[src/rtl/imem_loader.sv]
// imem_loader
// Program loader for the MIPS core's instruction memory. A framed byte
// stream (LEN, LEN words of IW/8 bytes MSB first, checksum) arrives over a
// valid/ready handshake. Each assembled word is written to the instruction
// SRAM with a one-cycle write pulse. The core is held in reset until a
// complete image has passed its 8-bit checksum.
//
// Ports:
//   clk        clock
//   reset      synchronous, active-high reset
//   start      begin a load (honoured only in IDLE, DONE or ERR)
//   byte_i     stream byte
//   byte_valid byte_i is valid
//   byte_ready loader can accept a byte this cycle
//   mem_addr   SRAM write address
//   mem_data   SRAM write data
//   mem_we     SRAM write enable (one-cycle pulse)
//   mem_cs     SRAM chip select (same as mem_we)
//   cpu_hold   drives the core's reset; low only after a good load
//   done       last load succeeded
//   err        last load failed its checksum
module imem_loader #(
    parameter int IW = 32,
    parameter int AW = 8
) (
    input  logic          clk,
    input  logic          reset,
    input  logic          start,
    input  logic [7:0]    byte_i,
    input  logic          byte_valid,
    output logic          byte_ready,
    output logic [AW-1:0] mem_addr,
    output logic [IW-1:0] mem_data,
    output logic          mem_we,
    output logic          mem_cs,
    output logic          cpu_hold,
    output logic          done,
    output logic          err
);

    localparam int NB  = IW / 8;
    localparam int BCW = (NB > 1) ? $clog2(NB) : 1;

    localparam logic [2:0] S_IDLE  = 3'd0;
    localparam logic [2:0] S_LEN   = 3'd1;
    localparam logic [2:0] S_DATA  = 3'd2;
    localparam logic [2:0] S_WRITE = 3'd3;
    localparam logic [2:0] S_CHK   = 3'd4;
    localparam logic [2:0] S_DONE  = 3'd5;
    localparam logic [2:0] S_ERR   = 3'd6;

    logic [2:0]     state;
    logic [2:0]     next_state;
    logic [BCW-1:0] byte_cnt;
    logic [AW:0]    word_cnt;
    logic [AW-1:0]  wr_addr;
    logic [7:0]     csum;
    logic [IW-1:0]  word_reg;

    logic           accept;
    logic           last_byte;
    logic [7:0]     csum_add;
    logic [IW-1:0]  word_next;
    logic [AW:0]    len_cnt;
    logic           next_ready;

    assign accept    = byte_valid && byte_ready;
    assign last_byte = (byte_cnt == BCW'(NB - 1));
    assign csum_add  = csum + byte_i;
    assign word_next = (word_reg << 8) | IW'(byte_i);

    // A LEN of zero stands for a full memory image of 2^AW words.
    always_comb begin
        if (byte_i == 8'h00) begin
            len_cnt = {1'b1, {AW{1'b0}}};
        end else begin
            len_cnt = (AW+1)'(byte_i);
        end
    end

    // Next-state decode. byte_ready, mem_we and mem_cs are registered from
    // the next state so they are valid for the whole cycle they apply to.
    always_comb begin
        next_state = state;
        case (state)
            S_IDLE:  if (start) next_state = S_LEN;
            S_LEN:   if (accept) next_state = S_DATA;
            S_DATA:  if (accept && last_byte) next_state = S_WRITE;
            S_WRITE: next_state = (word_cnt == (AW+1)'(1)) ? S_CHK : S_DATA;
            S_CHK:   if (accept) next_state = (csum_add == 8'h00) ? S_DONE : S_ERR;
            S_DONE:  if (start) next_state = S_LEN;
            S_ERR:   if (start) next_state = S_LEN;
            default: next_state = S_IDLE;
        endcase
        next_ready = (next_state == S_LEN) || (next_state == S_DATA) ||
                     (next_state == S_CHK);
    end

    // Datapath and registered outputs. mem_addr/mem_data are loaded together
    // with the write pulse so they are stable for the whole WRITE cycle and
    // then hold until the next word is complete.
    always_ff @(posedge clk) begin
        if (reset) begin
            state      <= S_IDLE;
            byte_ready <= 1'b0;
            mem_we     <= 1'b0;
            mem_cs     <= 1'b0;
            mem_addr   <= '0;
            mem_data   <= '0;
            cpu_hold   <= 1'b1;
            done       <= 1'b0;
            err        <= 1'b0;
            byte_cnt   <= '0;
            word_cnt   <= '0;
            wr_addr    <= '0;
            csum       <= '0;
            word_reg   <= '0;
        end else begin
            state      <= next_state;
            byte_ready <= next_ready;
            mem_we     <= (next_state == S_WRITE);
            mem_cs     <= (next_state == S_WRITE);
            case (state)
                S_IDLE, S_DONE, S_ERR: begin
                    if (start) begin
                        done     <= 1'b0;
                        err      <= 1'b0;
                        cpu_hold <= 1'b1;
                    end
                end
                S_LEN: begin
                    if (accept) begin
                        word_cnt <= len_cnt;
                        wr_addr  <= '0;
                        csum     <= byte_i;
                        byte_cnt <= '0;
                        word_reg <= '0;
                    end
                end
                S_DATA: begin
                    if (accept) begin
                        word_reg <= word_next;
                        csum     <= csum_add;
                        if (last_byte) begin
                            byte_cnt <= '0;
                            mem_data <= word_next;
                            mem_addr <= wr_addr;
                        end else begin
                            byte_cnt <= byte_cnt + 1'b1;
                        end
                    end
                end
                S_WRITE: begin
                    wr_addr  <= wr_addr + 1'b1;
                    word_cnt <= word_cnt - 1'b1;
                end
                S_CHK: begin
                    if (accept) begin
                        csum <= csum_add;
                        if (csum_add == 8'h00) begin
                            done     <= 1'b1;
                            cpu_hold <= 1'b0;
                        end else begin
                            err      <= 1'b1;
                            cpu_hold <= 1'b1;
                        end
                    end
                end
                default: ;
            endcase
        end
    end

endmodule
[config.mk]
export PLATFORM = sky130hd
export DESIGN_NAME = imem_loader
export DESIGN_NICKNAME = d
export VERILOG_FILES = /design/src/rtl/imem_loader.sv
export SDC_FILE = /design/constraint.sdc
export NUM_CORES = 1
export LEC_CHECK = 0
export CAP_MARGIN = 10
export CELL_PAD_IN_SITES_DETAIL_PLACEMENT = 1
export CELL_PAD_IN_SITES_GLOBAL_PLACEMENT = 1
export CORE_MARGIN = 2
export CORE_UTILIZATION = 40
export CTS_CLUSTER_SIZE = 12
export DETAILED_ROUTE_END_ITERATION = 6
export GPL_ROUTABILITY_DRIVEN = 0
export GPL_TIMING_DRIVEN = 0
export PLACE_DENSITY_LB_ADDON = 0.1
export SLEW_MARGIN = 10
export SYNTH_ARGS = -nofsm -noshare
export SYNTH_HDL_FRONTEND = slang
export SYNTH_SLANG_ARGS = --single-unit
[constraint.sdc]
create_clock -name clk -period 2.6 [get_ports clk]
set_input_delay 0.26 -clock clk [delete_from_list [all_inputs] [get_ports clk]]
set_output_delay 0.26 -clock clk [all_outputs]
set_load 0.02 [all_outputs]
After elaboration in Yosys (flattened, before gate mapping)
Index checks and enable logic that the tools add are counted.
Widths: inputs -> output; s select.
{ "word_totals": {"reg_bits": 99, "input_bits": 12, "out_inout_bits": 46, "wordCells": 90} }
{ "op_classes": {"n_addsub": 4, "n_eq_ne": 19, "n_mux": 33, "bitwise_logic": 1, "n_reduce_logical": 20} }
{ "ops": {"columns": ["op", "count"], "rows": [
  ["$mux 24", 2],
  ["$pmux 24 s2", 1],
  ["$or 32x8->32", 1],
  ["$pmux 8 s2", 2],
  ["$mux 8", 3],
  ["$mux 9", 2],
  ["$pmux 9 s2", 1],
  ["$logic_not 8->1", 2],
  ["$mux 3", 5],
  ["$pmux 3 s5", 1],
  ["$eq 3x2->1 const B", 4],
  ["$eq 3x3->1 const B", 4],
  ["$reduce_and 3->1", 4],
  ["$ne 2x2->1 const B", 5],
  ["$eq 9x1->1 const B", 1],
  ["$sub 9x1->9 const B", 1],
  ["$add 8x1->8 const B", 1],
  ["$add 8x8->8", 1],
  ["$mux 1", 8],
  ["$mux 2", 4],
  ["$reduce_and 4->1", 2],
  ["$reduce_bool 2->1", 4],
  ["$eq 3x1->1 const B", 2],
  ["$pmux 1 s2", 3],
  ["10 further kinds", 13]
]} }

Depth between registers and ports, before layout
Gate-level depths: netlist of run 1.
{ "logic_depth": {"word_depth": 8, "ltp_mapped": 9, "ltp_nobuf": 9} }

Worst setup path before layout of run 1
Ideal clock, no wire load.
{ "synth_timing": {"path_kind": "register -> register", "start": "register word_cnt[3]", "end": "register byte_ready", "setup_time_ns": 0.128, "t_arrival_ns": 2.132, "t_required_ns": 2.472, "setup_slack_ns": 0.340, "stages_incl_launch_ff": 7, "path_buffers": 0, "path_cell_list": "dfxtp_1 -> or4_4 -> or4_4 -> o221a_2 -> o31ai_2 -> xor2_1 -> nor3_1"} }
{ "synth_between": {"elab_chain_len": 6, "word_cells_on_any_way": 8, "classes_between": "4 x eq/ne; 2 x mux; 2 x reduce/logical"} }
{ "synth_rtl": {"columns": ["element", "line_no", "text"], "rows": [
  ["from (decl)", "55", "logic [AW:0] word_cnt;"],
  ["from (signal assigned)", "133", "word_cnt <= len_cnt;"],
  ["from (signal assigned)", "155", "word_cnt <= word_cnt - 1'b1;"],
  ["$eq 9x1->1 (*)", "89", "S_WRITE: next_state = (word_cnt == (AW+1)'(1)) ? S_CHK : S_DATA;"],
  ["$mux 3 (*)", "89", null],
  ["$pmux 3 s5 (*)", "85", "case (state)"],
  ["$eq 3x1->1 or $eq 3x2->1 (tied branches)", "95", "next_ready = (next_state == S_LEN) || (next_state == S_DATA) ||"],
  ["$logic_or 1x1->1", "95", null],
  ["$logic_or 1x1->1 (*)", "95", null],
  ["to (signal assigned)", "120", "byte_ready <= next_ready;"],
  ["to (decl)", "31", "output logic byte_ready,"]
]} }
Mark *: on every way between the ends. The rest lies on a longest branch, timed or not.
A chain may end at the register's enable or synchronous reset.

Final worst setup path of run 1
{ "layout_timing": {"start": "input port byte_i[1]", "end": "register cpu_hold"} }
{ "layout_between": {"elab_chain_len": 5} }
{ "layout_rtl": {"columns": ["element", "line_no", "text"], "rows": [
  ["from (decl)", "29", "input logic [7:0] byte_i,"],
  ["$add 8x8->8", "69", "assign csum_add = csum + byte_i;"],
  ["$logic_not 8->1", "160", "if (csum_add == 8'h00) begin"],
  ["$mux 1", "160", null],
  ["$mux 1", "158", "if (accept) begin"],
  ["$pmux 1 s2", "123", "case (state)"],
  ["to (signal assigned)", "128", "cpu_hold <= 1'b1;"],
  ["to (signal assigned)", "162", "cpu_hold <= 1'b0;"],
  ["to (signal assigned)", "165", "cpu_hold <= 1'b1;"],
  ["to (decl)", "36", "output logic cpu_hold,"]
]} }
Every way passes these cells. The select of a mux whose other input is x is not followed.

==> results of run 1 <==
[worst max-delay path, stage by stage]
cell,delay [ps]
dlygate4sd2_1,530
ha_1,320
a211oi_1,390
o21ai_0,230
xor2_1,200
nor4_1,420
o211a_1,290
a22oi_1,110
[power groups by stage]
stage	Sequential [mW]	Clock (mW)	Combinational [mW]
4_1_cts	1.59	1.03	0.437
2_1_floorplan	1.62	0	0.297
6_report	1.59	1.01	0.437
3_5_place_dp	1.62	0	0.432
3_3_place_gp	1.62	0	0.417
5_1_grt	1.59	1.09	0.484
[cell families after synthesis]
logic type | count (synthesis)
compound gates | 133
mux | 6
xor+xnor | 8
simple gates | 223
fa+ha+maj | 13
buf+inv | 44
flops | 99
[Yosys cell counts (3+ instances only)]
cell        n  share of area (%)
xor2_1      8                1.6
a211oi_1    5               0.88
clkbuf_1   25                2.2
nor2_1     67                5.9
nand3_1     8               0.94
ha_1       11                3.2
nor3_1      7               0.82
o22ai_1     4               0.59
a31oi_1     4               0.59
o211ai_1    3               0.53
nand2b_1    4               0.59
inv_1      10               0.88
nand2_1   108                9.5
and3_1      3               0.44
nand3b_1    5               0.88
mux2i_1     4               0.94
buf_4       5               0.88
a22oi_1    26                4.6
and2_1      5               0.73
buf_2       3               0.35
nor4_1      7                1.0
a21oi_1    64                7.5
dfxtp_1    99                 46
o21ai_0     9                1.1
a221oi_1    3               0.62
o21a_1      3               0.53
[cell usage in the layout (no fill, tap or decap), drive strengths merged, types with 3 or more instances in the layout]
master	count
clkbuf	34
nor3	7
a22oi	26
and3	3
o22ai	4
inv	13
or4	3
nor2	67
buf	8
o211ai	3
a211oi	5
o21ai	9
a221oi	3
a31oi	4
dfxtp	99
clkdlybuf4s50	53
xor2	8
nand3b	5
a21oi	64
nand3	8
clkinv	3
ha	11
and2	5
nand2	108
nor4	7
o21a	3
mux2i	4
nand2b	4
[area by class of cell]
cell class / count / share of cell area [%]
flip-flops and latches: 99 / 38.1
plain buffers: 34 / 2.98
inverters: 10 / 0.721
multi-input cells: 383 / 40.2
repair buffers: 56 / 10.8
clock inverters: 7 / 1.54
clock buffers: 9 / 2.38
well taps: 136 / 3.27
[metal layers]
| layer | GRT usage (%) | up-vias | routed length (um) |
|---|---|---|---|
| li1 | - | 1959 | - |
| met1 | 29.1 | 1992 | 5800 |
| met2 | 42.7 | 70 | 6680 |
| met3 | 3.45 | 10 | 417 |
| met4 | 5.66 | 0 | 99 |
| met5 | 0 | - | 0 |
[per-stage QoR]
stage	instance area, sq um	hold WS, ps	utilization (%)
6_report	5210	319	50.4
5_1_grt	5210	339	50.4
4_1_cts	5200	298	50.4
3_5_place_dp	5000	453	48.4
3_3_place_gp	5000	444	48.4
2_1_floorplan	4270	396	-
[worst paths after layout]
kind / start / endpoint / slack [ps] / depth (start not counted)
max: byte_i[1] / cpu_hold / 90 / 8
min: reset / err / 320 / 4
max reg2reg: word_cnt[3] / byte_ready / 130 / 6
min reg2reg: mem_data[7] / mem_data[7] / 460 / 2
[repair_timing]
item                       in CTS  in global routing
buffers inserted                0                  0
setup endpoints to repair       5                  6
resized for setup               1                  2
==> results.json, run 1 <==
{
  "finalNonFillerCells": 734,
  "seqPwrFrac_pct": 52.3,
  "cts_tree": "done",
  "clockPowerShare_pct": 33.3,
  "swShare_pct": 30.9,
  "postRouteAntennaNets": 0,
  "timing.final.crit_period_ps": 2510,
  "clk_pin_slew_ps": 100,
  "regArea_sq_mm": 0.00198,
  "power.total_mw": 3.04,
  "cts_buffer_depth": 2,
  "crit_required_ps": 2840,
  "grt_setup_unrepaired": "false",
  "cts_buffers": 9,
  "largest_reg_flops": 32,
  "multiInputGateArea_sq_mm": 0.00209,
  "tightest_slew_ps": 678,
  "avgViaCountPerCell": 5.49,
  "synthAdderAreaFrac_pct": 3.93,
  "cellPowerDensity_mw_per_mm2": 583,
  "ys_seq_area_share_pct": 46.4,
  "syn-cell-area_sq_mm": 0.00427,
  "power.switching_mw": 0.938,
  "setup_viol": 0,
  "ys_warn_count": 0,
  "core_area_sq_mm": 0.0103,
  "synthFlopType": "dfxtp_1",
  "synth_simple_gate_area_share_pct": 22.6,
  "final_hold_viol_count": 0,
  "dr.pass1.iters": 5,
  "worstPathArrival_ps": 2750,
  "synth_top_family_by_area": "simple AND/OR/NAND/NOR gates",
  "cts_sinks": 99,
  "min_path_type": "input pin to flip-flop",
  "placed_cells_incl_taps": 718,
  "synth_edf_count": 0,
  "synth_cell_types": 46,
  "pin_count": 58,
  "cts_hold_buf": 0,
  "area_growth_pct": 22.0,
  "slew_headroom_pct": 54.5,
  "synth-compound-area-share_pct": 19.5,
  "endpoint_kind": "flip-flop",
  "ys_ff_latch": 99,
  "fp.dieArea_sq_mm": 0.0115,
  "antenna_found_initial": 0,
  "antenna_cells": 0,
  "internal_power_mw": 2.10,
  "path_class": "input pin to flip-flop",
  "synth_mux_area_share_pct": 1.47,
  "grt_max_degree": 21,
  "netlist_instances": 526,
  "nFillCells": 1284,
  "finClkSkew_ps": 13.9,
  "ctsHtreeMaxLevel": 3,
  "place_ws_ps": -485,
  "grt_pass1_wl_um": 21200,
  "grt_pass1_vias": 4219,
  "synth_nets": 550,
  "num_rows": 37,
  "drt_first_iter_violations": 182,
  "maxSlewViolCount": 0,
  "setup_slack_ps": 86.1,
  "clk_latency_ps": 380,
  "die_h_um": 107,
  "drive_gt1_share_pct": 5.35,
  "p_leak_nw": 1.85,
  "drc": 0,
  "finalCritPeriodShare_pct": 96.7,
  "cts_root_buf": "clkbuf_8",
  "drv_cap": 0,
  "nNetsFinal": 617,
  "synth-xor-area-share_pct": 1.64,
  "run_status": "complete, no violations",
  "hpwl_um": 9540,
  "dieWidth_um": 107,
  "grt.total_usage_pct": 23.5,
  "peakVddDrop_uv": 276,
  "fin_setup_tns_ps": 0,
  "vias": 4031,
  "cp-start-kind": "input pin",
  "path_max_fanout": 7,
  "numPortBuffers": 56,
  "max_freq_mhz": 398,
  "wirelength_um": 13000,
  "combPwrFrac_pct": 14.4,
  "wl_per_cell_um": 17.7,
  "grt_overflow": 0,
  "syn_avg_cell_area_sq_um": 8.12,
  "initial_utilization_pct": 41.4,
  "synthArstFlopShare_pct": 0
}
(Power assumes the default switching activity.)
==> inputs of run 2 (changes only) <==
Settings changed: CORE_ASPECT_RATIO from default to 1.25.
==> run 2 against run 1 <==
- register-to-register slack barely moved
- non-clock buffer count did not move
- count of clock-buffer cells in the layout grew 3
- total power is 9.8% higher
- final cell count down 0.54%
- combinational power barely moved
- worst hold slack better by 4.8 ps
- cell area rose by 1.6%
- critical path type is now flip-flop to flip-flop
- critical endpoint is now byte_ready
- largest cell class unchanged
- largest power group unchanged
==> results.json, run 2 (synthesis results as in run 1) <==
{
  "drv_cap": 0,
  "grt_overflow": 0,
  "p_leak_nw": 1.89,
  "vias": 4015,
  "clockPowerShare_pct": 39.3,
  "placed_cells_incl_taps": 714,
  "path_max_fanout": 8,
  "cp-start-kind": "flip-flop",
  "grt_pass1_vias": 4161,
  "fp.dieArea_sq_mm": 0.0115,
  "final_common_cell": "nand2_1",
  "ctsHtreeMaxLevel": 3,
  "num_rows": 42,
  "maxSlewViolCount": 0,
  "cts_root_buf": "clkbuf_16",
  "initial_utilization_pct": 40.6,
  "cts_hold_buf": 0,
  "grt_pass1_wl_um": 20900,
  "grt-busiest-layer": "met2",
  "clk_pin_slew_ps": 70,
  "grt_setup_unrepaired": "false",
  "cellPowerDensity_mw_per_mm2": 630,
  "cts_tree": "done",
  "dieWidth_um": 96.4,
  "antenna_cells": 0,
  "seqPwrFrac_pct": 47.6,
  "avgViaCountPerCell": 5.50,
  "nNetsFinal": 617,
  "drive_gt1_share_pct": 5.69,
  "die_h_um": 120,
  "power.total_mw": 3.33,
  "cts_buffers": 9,
  "grt_max_degree": 16,
  "dr.pass1.iters": 4,
  "internal_power_mw": 2.44,
  "hpwl_um": 9580,
  "final_hold_viol_count": 0,
  "min_path_type": "input pin to flip-flop",
  "antenna_found_initial": 0,
  "fin_area_sq_mm": 0.00529,
  "slew_headroom_pct": 58.6,
  "drc": 0,
  "path_class": "flip-flop to flip-flop",
  "clk_latency_ps": 350,
  "rr_startpoint": "word_cnt[3]",
  "cts_sinks": 99,
  "finClkSkew_ps": 8.02,
  "cts_buffer_depth": 2,
  "crit_start": "word_cnt[3]",
  "setup_viol": 0,
  "postRouteAntennaNets": 0,
  "run_status": "complete, no violations",
  "core_area_sq_mm": 0.0105,
  "area_growth_pct": 24.0,
  "power.switching_mw": 0.894,
  "final_cell_mix": "nand2_1 (108), dfxtp_1 (99), nor2_1 (66)",
  "finalNonFillerCells": 730,
  "grt.total_usage_pct": 23.7,
  "combPwrFrac_pct": 13.1,
  "met3_usage_pct": 4.39,
  "wirelength_um": 13100,
  "drt_first_iter_violations": 155,
  "endpoint_kind": "flip-flop",
  "placed_cell_area_sq_mm": 0.00499,
  "numPortBuffers": 56,
  "tightest_slew_ps": 616,
  "worstPathArrival_ps": 2670,
  "crit_required_ps": 2810,
  "swShare_pct": 26.8,
  "largest_reg_flops": 32,
  "timing.final.crit_period_ps": 2460,
  "grt_use_met2_pct": 41.2,
  "grt.met1_usage_pct": 27.8,
  "min_from": "reset",
  "wl_per_cell_um": 18.0,
  "pin_count": 58,
  "max_freq_mhz": 407,
  "finalCritPeriodShare_pct": 94.5,
  "peakVddDrop_uv": 315
}
-- run 2: cell count changes in the layout (fill, tap and decap cells not counted), moves of 2 or more --
cell,change
clkbuf_16,+9
clkinv_8,-2
inv_8,-2
clkbuf_8,-6
clkinv_2,+3
-- run 2: cell type report --
type | instances | area, sq um
inverters | 10 | 37.5
fillers | 1284 | 5220
plain buffers | 34 | 155
multi-input cells | 383 | 2100
clock inverters | 4 | 23.8
repair buffers | 56 | 561
clock buffers | 12 | 267
flip-flops and latches | 99 | 1980
well taps | 132 | 165
-- run 2: power by group through the flow --
stage | logic (mW) | registers [mW] | clock network, mW
after CTS | 0.438 | 1.59 | 1.33
final | 0.437 | 1.59 | 1.31
after detailed placement | 0.434 | 1.62 | 0
after global placement | 0.418 | 1.62 | 0
after floorplan | 0.297 | 1.62 | 0
after global routing | 0.488 | 1.59 | 1.40
-- run 2: path summary, 6_finish.rpt --
check / slack (ps) / depth (start not counted) / end
setup reg to reg: 140 / 6 / byte_ready
hold / removal: 320 / 4 / err
hold reg to reg: 460 / 2 / csum[5]
setup / recovery: 140 / 6 / byte_ready
-- run 2: critical path, stage by stage, from the launching register on --
cell	delay (ps)
dfxtp_1	380
or4_4	600
or4_4	520
o221a_2	300
o31ai_2	280
xor2_1	170
nor3_1	60
-- run 2: per-layer routing --
layer | part of all wire, % | up-vias
li1 | - | 1959
met1 | 42 | 1950
met2 | 51 | 80
met3 | 3.8 | 26
met4 | 3.0 | 0
met5 | 0 | -
-- run 2: what timing repair did --
| item | CTS | global route |
|---|---|---|
| setup buffers | 0 | 0 |
| gates resized for setup | 3 | 2 |
| hold endpoints to repair | 0 | 0 |
| endpoints found under the setup margin | 5 | 4 |
-- run 2: per-stage QoR --
step	setup TNS [ps]	util [%]	hold WS (ps)	setup slack, ps
after detailed placement	-3410	47.5	451	-603
final	0	50.4	323	142
after global routing	0	50.4	352	54.0
after floorplan	0	-	396	340
after CTS	0	50.3	321	69.6
after global placement	-2970	47.5	442	-560
==> inputs of run 3 (changes only) <==
Settings changed: CORE_MARGIN 2 to 10.
==> run 3 against run 2 <==
- die area rose by 32%
- wire length grew 3.2%
- clock power down 5%
- combinational power barely moved
- utilization decreased by 0.095 points
- global-route usage down 5.8 points
- non-clock buffer count unchanged
- largest power group unchanged
- critical path type unchanged
- largest cell class unchanged
==> results.json, run 3 (synthesis results as in run 1) <==
{
  "cts_hold_buf": 0,
  "avgViaCountPerCell": 5.51,
  "grt_setup_unrepaired": "false",
  "grt_max_degree": 16,
  "peakVddDrop_uv": 329,
  "grt_pass1_wl_um": 22200,
  "cts_root_buf": "clkbuf_16",
  "drt_first_iter_violations": 160,
  "grt_pass1_vias": 4108,
  "path_max_fanout": 8,
  "postRouteAntennaNets": 0,
  "antenna_cells": 0,
  "fp.dieArea_sq_mm": 0.0152,
  "cp-start-kind": "flip-flop",
  "nNetsFinal": 617,
  "tightest_slew_ps": 640,
  "cts_tree": "done",
  "cellPowerDensity_mw_per_mm2": 621,
  "regToRegSetupSlack_ps": 150,
  "power.total_mw": 3.28,
  "maxSlewViolCount": 0,
  "timing.final.crit_period_ps": 2450,
  "numPortBuffers": 56,
  "timing.rr.end": "byte_ready",
  "core_area_sq_mm": 0.0105,
  "crit_required_ps": 2810,
  "grt_overflow": 0,
  "initial_utilization_pct": 40.6,
  "dr.pass1.iters": 5,
  "p_leak_nw": 1.87,
  "antenna_found_initial": 0,
  "wirelength_um": 13500,
  "clk_latency_ps": 350,
  "drive_gt1_share_pct": 5.35,
  "cts_setup_buffers": 0,
  "drv_cap": 0,
  "finClkSkew_ps": 9.33,
  "r2r_cells": 6,
  "crit_start": "word_cnt[3]",
  "min_path_type": "input pin to flip-flop",
  "path_class": "flip-flop to flip-flop",
  "fin_hold_ws_ps": 338,
  "dieWidth_um": 112,
  "final_cell_mix": "nand2_1 (108), dfxtp_1 (99), nor2_1 (66)",
  "rr_startpoint": "word_cnt[3]",
  "setup_viol": 0,
  "finalCritPeriodShare_pct": 94.4,
  "largest_reg_flops": 32,
  "final_hold_viol_count": 0,
  "endpoint_kind": "flip-flop",
  "hpwl_um": 10000,
  "cts_sinks": 99,
  "crit_end": "byte_ready",
  "cts_buffers": 9,
  "ctsHtreeMaxLevel": 3,
  "slew_headroom_pct": 57.0,
  "drc": 0,
  "worstPathArrival_ps": 2670,
  "clk_pin_slew_ps": 70,
  "max_freq_mhz": 408,
  "grt.total_usage_pct": 17.9,
  "area_growth_pct": 23.7,
  "cts_buffer_depth": 2,
  "post_cts_resized": 3,
  "run_status": "complete, no violations",
  "wl_per_cell_um": 18.5,
  "final_common_cell": "nand2_1",
  "pin_count": 58,
  "die_h_um": 136,
  "vias": 4020,
  "num_rows": 42
}
==> run 3: cell count changes in the layout (fill, tap and decap cells not counted) <==
cell / before / now
nor4_2: 0 / 1
o21ai_0: 9 / 8
o21ai_1: 0 / 1
clkinv_2: 3 / 0
nor4_1: 7 / 6
clkinvlp_4: 0 / 2
clkbuf_8: 3 / 1
clkbuf_1: 25 / 28
==> run 3: how the worst min path moves through the flow <==
stage	from	endpoint	depth (start not counted)
floorplan	byte_i[0]	mem_data[0]	2
global placement	err	err	2
detailed placement	csum[5]	csum[5]	2
CTS	reset	err	4
global route	reset	state[2]	3
finish	reset	err	4
==> run 3: per-stage QoR <==
stage / worst slack [ps] / cell area, sq um / setup TNS (ps) / util (%) / std cells
3_3_place_gp: -548 / 4990 / -2920 / 47.5 / 714
4_1_cts: 38.9 / 5270 / 0 / 50.2 / 730
2_1_floorplan: 340 / 4270 / 0 / - / 526
5_1_grt: 49.9 / 5280 / 0 / 50.3 / 730
6_report: 147 / 5280 / 0 / 50.3 / 730
3_5_place_dp: -626 / 4990 / -3600 / 47.5 / 714
==> run 3: critical path, cell delays in order, from the launching register on <==
cell	delay (ps)
dfxtp_1	380
or4_4	600
or4_4	520
o221a_2	300
o31ai_2	270
xor2_1	180
nor3_1	60
==> run 3: routing by layer <==
layer,track usage [%],routed length (um)
met3,3.24,525
met4,7.13,246
met2,31.6,6970
met5,0,0
met1,20.9,5800
==> run 3: area by class of cell <==
type	count	area [sq um]
clock inverters	3	23.8
inverters	10	37.5
plain buffers	34	155
multi-input cells	383	2110
clock buffers	13	250
well taps	132	165
repair buffers	56	561
fillers	1295	5230
flip-flops and latches	99	1980
==> run 3: power breakdown <==
part / leakage [nW] / total [mW] / internal (mW) / switching, mW
combinational: 0.946 / 0.437 / 0.161 / 0.276
sequential: 0.799 / 1.59 / 1.55 / 0.0321
clock: 0.126 / 1.25 / 0.679 / 0.576
